### src/rtl/ps_arb_pkg.sv
// Shared types and helpers for the PacketStream round-robin arbiter.
// The one-hot helper returns a wide vector; callers size-cast it down to SINKS bits.
package ps_arb_pkg;

    typedef enum logic [0:0] {
        IDLE = 1'b0,
        LOCK = 1'b1
    } arb_state_e;

    localparam int MAX_SINKS = 64;

    function automatic logic [MAX_SINKS-1:0] onehot(input int idx, input int sinks);
        logic [MAX_SINKS-1:0] vec;
        vec = '0;
        if (idx >= 0 && idx < sinks && idx < MAX_SINKS) begin
            vec = MAX_SINKS'(1) << idx;
        end
        return vec;
    endfunction

endpackage

### src/rtl/ps_rr_pick.sv
// Combinational round-robin finder: first requester after last_ptr, wrapping,
// with last_ptr itself examined last.
module ps_rr_pick #(
    parameter  int SINKS = 2,
    localparam int SEL_W = $clog2(SINKS)
) (
    input  logic [SINKS-1:0] req,
    input  logic [SEL_W-1:0] last_ptr,
    output logic [SEL_W-1:0] pick,
    output logic             any_req
);

    logic [SEL_W-1:0] cand_idx [SINKS];
    logic [SINKS-1:0] rot_req;
    logic [SEL_W-1:0] chain    [SINKS+1];

    // Candidate gi is the index searched at position gi (offset gi+1 from last_ptr).
    generate
        for (genvar gi = 0; gi < SINKS; gi++) begin : g_rot
            assign cand_idx[gi] = SEL_W'((int'(last_ptr) + 1 + gi) % SINKS);
            assign rot_req[gi]  = req[cand_idx[gi]];
        end
    endgenerate

    // Priority chain built from the far end so the nearest candidate wins.
    assign chain[SINKS] = '0;
    generate
        for (genvar gi = 0; gi < SINKS; gi++) begin : g_chain
            assign chain[gi] = rot_req[gi] ? cand_idx[gi] : chain[gi+1];
        end
    endgenerate

    assign pick    = chain[0];
    assign any_req = |req;

endmodule

### src/rtl/ps_rr_arbiter.sv
// Packet-granular round-robin arbiter driving a PacketStream multiplexer select.
// A grant is held for up to QUOTA whole packets and never moves mid-packet.
module ps_rr_arbiter
    import ps_arb_pkg::*;
#(
    parameter  int SINKS = 2,
    parameter  int QUOTA = 1,
    localparam int SEL_W = $clog2(SINKS),
    localparam int CNT_W = $clog2(QUOTA + 1)
) (
    input  logic             clk,
    input  logic             reset,
    input  logic [SINKS-1:0] req,
    input  logic             pkt_val,
    input  logic             pkt_eop,
    input  logic             pkt_rdy,
    output logic [SEL_W-1:0] select,
    output logic [SINKS-1:0] grant,
    output logic             busy
);

    arb_state_e       state_reg;
    logic [SEL_W-1:0] select_reg;
    logic [SEL_W-1:0] last_ptr_reg;
    logic [SINKS-1:0] grant_reg;
    logic             busy_reg;
    logic             mid_pkt_reg;
    logic [CNT_W-1:0] cnt_reg;

    logic [SEL_W-1:0] pick;
    logic [SINKS-1:0] pick_oh;
    logic             any_req;
    logic             xfer;
    logic             eop_xfer;
    logic             req_sel;
    logic             cnt_inc_ok;
    logic             rearb;
    logic             take;
    logic             drop;

    ps_rr_pick #(
        .SINKS (SINKS)
    ) u_pick (
        .req      (req),
        .last_ptr (last_ptr_reg),
        .pick     (pick),
        .any_req  (any_req)
    );

    assign pick_oh    = SINKS'(onehot(int'(pick), SINKS));
    assign xfer       = pkt_val & pkt_rdy;
    assign eop_xfer   = xfer & pkt_eop;
    assign req_sel    = req[select_reg];
    assign cnt_inc_ok = (int'(cnt_reg) + 1) < QUOTA;

    // An EOP transfer takes precedence over a same-cycle withdrawal; a withdrawal
    // only counts while no packet is in flight and no beat moves this cycle.
    always_comb begin
        rearb = 1'b0;
        if (state_reg == LOCK) begin
            if (eop_xfer) begin
                rearb = !(cnt_inc_ok && req_sel);
            end else begin
                rearb = !xfer && !mid_pkt_reg && !req_sel;
            end
        end
    end

    assign take = any_req && ((state_reg == IDLE) || rearb);
    assign drop = rearb && !any_req;

    always_ff @(posedge clk or negedge reset) begin
        if (!reset) begin
            state_reg    <= IDLE;
            select_reg   <= '0;
            grant_reg    <= '0;
            busy_reg     <= 1'b0;
            cnt_reg      <= '0;
            mid_pkt_reg  <= 1'b0;
            last_ptr_reg <= SEL_W'(SINKS - 1);
        end else begin
            case (state_reg)
                IDLE: begin
                    // Stray pkt_val while idle is a protocol violation and is ignored.
                    if (take) begin
                        state_reg    <= LOCK;
                        select_reg   <= pick;
                        grant_reg    <= pick_oh;
                        last_ptr_reg <= pick;
                        cnt_reg      <= '0;
                        busy_reg     <= 1'b1;
                    end
                end
                LOCK: begin
                    if (eop_xfer) begin
                        mid_pkt_reg <= 1'b0;
                    end else if (xfer) begin
                        mid_pkt_reg <= 1'b1;
                    end
                    if (take) begin
                        select_reg   <= pick;
                        grant_reg    <= pick_oh;
                        last_ptr_reg <= pick;
                        cnt_reg      <= '0;
                    end else if (drop) begin
                        state_reg <= IDLE;
                        grant_reg <= '0;
                        busy_reg  <= 1'b0;
                        cnt_reg   <= '0;
                    end else if (eop_xfer) begin
                        cnt_reg <= cnt_reg + CNT_W'(1);
                    end
                end
                default: begin
                    state_reg <= IDLE;
                    grant_reg <= '0;
                    busy_reg  <= 1'b0;
                end
            endcase
        end
    end

    assign select = select_reg;
    assign grant  = grant_reg;
    assign busy   = busy_reg;

endmodule

### config.mk
export PLATFORM = sky130hd
export DESIGN_NAME = ps_rr_arbiter
export DESIGN_NICKNAME = d
export VERILOG_FILES = /design/src/rtl/ps_arb_pkg.sv /design/src/rtl/ps_rr_pick.sv /design/src/rtl/ps_rr_arbiter.sv
export SDC_FILE = /design/constraint.sdc
export NUM_CORES = 1
export LEC_CHECK = 0
export CAP_MARGIN = 20
export CELL_PAD_IN_SITES_DETAIL_PLACEMENT = 1
export CELL_PAD_IN_SITES_GLOBAL_PLACEMENT = 2
export CORE_MARGIN = 8
export CORE_UTILIZATION = 27
export CTS_CLUSTER_SIZE = 8
export DETAILED_ROUTE_END_ITERATION = 12
export GPL_ROUTABILITY_DRIVEN = 0
export HOLD_SLACK_MARGIN = 0.1
export PLACE_DENSITY = 0.8
export SYNTH_ARGS = -nofsm -noshare
export SYNTH_HDL_FRONTEND = slang
export SYNTH_SLANG_ARGS = --single-unit
### constraint.sdc
create_clock -name clk -period 3.9 [get_ports clk]
set_clock_uncertainty 0.2 [all_clocks]
set_input_delay 0.39 -clock clk [delete_from_list [all_inputs] [get_ports clk]]
set_output_delay 0.39 -clock clk [all_outputs]
set_load 0.02 [all_outputs]
==> qor.yml <==
outcome: "completed"
maxCapViolations: 0
synthMuxAreaShare: 0.0662
setup_viol: 0
drt_iter0_markers: 2
timing_hold_violations_final: 0
vias_per_cell: 5.30
cts-htree-levels: 1
antenna_cells: 0
dpl_cell_area_um2: 493
syn_area_um2: 378
final_common_cell: "clkdlybuf4s50_1"
die_h_um: 53.4
yosys_register_bits: 7
synthCells: 39
cp_max_fo: 7
grt_max_degree: 10
gr-usage-all-layers: 0.0909
final_antenna_net_count: 0
antenna_found_initial: 0
clock_path_buffers: 2
final_cell_mix: "clkdlybuf4s50_1 (10), dfrtp_1 (6), nand2_1 (5)"
relSlewSlack: 0.726
dr_total_vias: 355
final.fill_count: 162
cts_sinks: 7
power.density_nw_per_um2: 637
tightest_slew_ps: 409
endpoint_kind: "flip-flop"
cts_buffers: 3
rsz0062_at_grt: "false"
drive_gt1_frac: 0.115
cp_slowest_cell: "clkdlybuf4s50_1"
synth_top_family_by_area: "compound AO/OA/AOI/OAI gates"
post-cts-setup-buffers: 0
synth_xor_xnor_area_share: 0
routed_wl_um: 1050
area_growth_pct: 37.4
worstSetupPathType: "in -> reg"
coreArea_um2: 1300
drc: 0
io-pin-count: 11
cts_root_buffer: "clkbuf_4"
dpl.hpwl_um: 834
clk-insertion-delay-late_ps: 260
finalCritPeriodShare: 0.488
syn_avg_cell_area_um2: 9.69
critPathRequiredTime_ps: 3830
yosys.area_share.adder: 0
fin_area_um2: 519
p_leak_uw: 0.000223
synth.top_cell.area_share: 0.397
drv_slew: 0
ctsResizeCount: 0
overflow: 0
grt_pass1_vias: 418
drtPass1Iterations: 4
critical_path.cell_chain: "clkdlybuf4s50_1, mux2_4, o211a_1, a221o_1"
synth.area.top_cells: "dfrtp_1 (40%), dfstp_2 (7.0%), nand2_1 (5.0%)"
nets: 60
yosysSeqAreaShare: 0.467
cpPeakStageDelay_ps: 510
die_x_um: 53.4
critical_path_arrival_ps: 1840
cts-hold-fix-buffers: 0
yosysTopAreaCell: "dfrtp_1"
ir_drop_v: 0.000312
rows: 13
synth_compound_area_frac: 0.288
path_clk_slew_ps: 60
hold_class: "in -> async"
tritoncts: "done"
fmax_ghz: 0.526
grt_pass1_wl_um: 1800
largest_reg_flops: 2
ys_types: 21
wl_per_cell_um: 15.6
dieArea_um2: 2850
initial_core_util: 0.290
final.min_clock_period_ps: 1900
startpoint_type: "input pin"
post-route-util: 0.399
port_buffers: 10
yosys.area_share.simple: 0.139
ys_warn_count: 0
synth_nets: 46
fin_setup_tns_ps: 0
## metal layers
layer  part of all wire  global-route usage
met5                  0                   0
met4              0.025              0.0588
met3              0.072              0.0644
met2               0.51               0.143
met1               0.39              0.0829
## where the power goes
| group | internal (µW) | leakage (µW) | total, µW | switching, µW |
|---|---|---|---|---|
| clock network | 39.1 | 0.0000150 | 67.3 | 28.1 |
| logic | 70.7 | 0.000127 | 135 | 64.8 |
| registers | 103 | 0.0000805 | 128 | 25.3 |
| total | 213 | 0.000223 | 331 | 118 |
## Yosys cell counts
cell and count:
nor3_1 2, dfstp_2 1, nand2b_1 1, a21o_1 1, o211a_1 1, o21ai_0 2, dfrtp_1 6, o21ba_2 1
a221o_1 1, nand2_1 5, mux2i_1 1, inv_1 3, a21boi_0 1, o2111ai_1 2, nand3_1 2, o211ai_1 2
clkbuf_1 1, mux2_4 1, a31oi_1 2, o311ai_0 1, nor2_1 2
## per-stage QoR
stage               hold slack (ps)  worst slack (ps)  power [µW]  instances
floorplan                      -106              2190         202         39
global placement                269              1780         261         63
detailed placement              286              1750         267         63
CTS                             182              2000         337         67
global route                    203              1960         355         67
finish                          181              2000         331         67
## worst paths after layout
check	end	cells past startpoint	start	slack, ps
worst max-delay path	grant[0]$_DFFE_PN0P_	4	req[1]	2000
worst min-delay path	state_reg$_DFF_PN0_	1	reset	180
worst max register to register	grant[0]$_DFFE_PN0P_	3	select$_DFFE_PN0P_	2220
worst min register to register	mid_pkt_reg$_DFFE_PN0P_	2	mid_pkt_reg$_DFFE_PN0P_	290
max in group asynchronous	last_ptr_reg$_DFFE_PN1P_	1	reset	3040
min in group clk	mid_pkt_reg$_DFFE_PN0P_	2	mid_pkt_reg$_DFFE_PN0P_	290
## cell type report
| type | count | area [µm²] | area share |
|---|---|---|---|
| well taps | 15 | 18.8 | 0.0361 |
| multi-input cells | 28 | 186 | 0.359 |
| clock buffers | 4 | 26.3 | 0.0506 |
| repair buffers | 10 | 100 | 0.193 |
| inverters | 3 | 11.3 | 0.0217 |
| flip-flops and latches | 7 | 176 | 0.340 |
## critical path, delay by kind of cell
kind	cells	cell delay, ps
multiplexers	1	330
buffers and inverters	1	510
AO/OA/AOI/OAI	2	600
## cells by family after synthesis
family,count (synthesis)
buffers and inverters,4
multiplexers,2
AO/OA/AOI/OAI,14
flip-flops,7
AND/OR/NAND/NOR,12
Note: power is estimated with default switching activity, not from simulation.
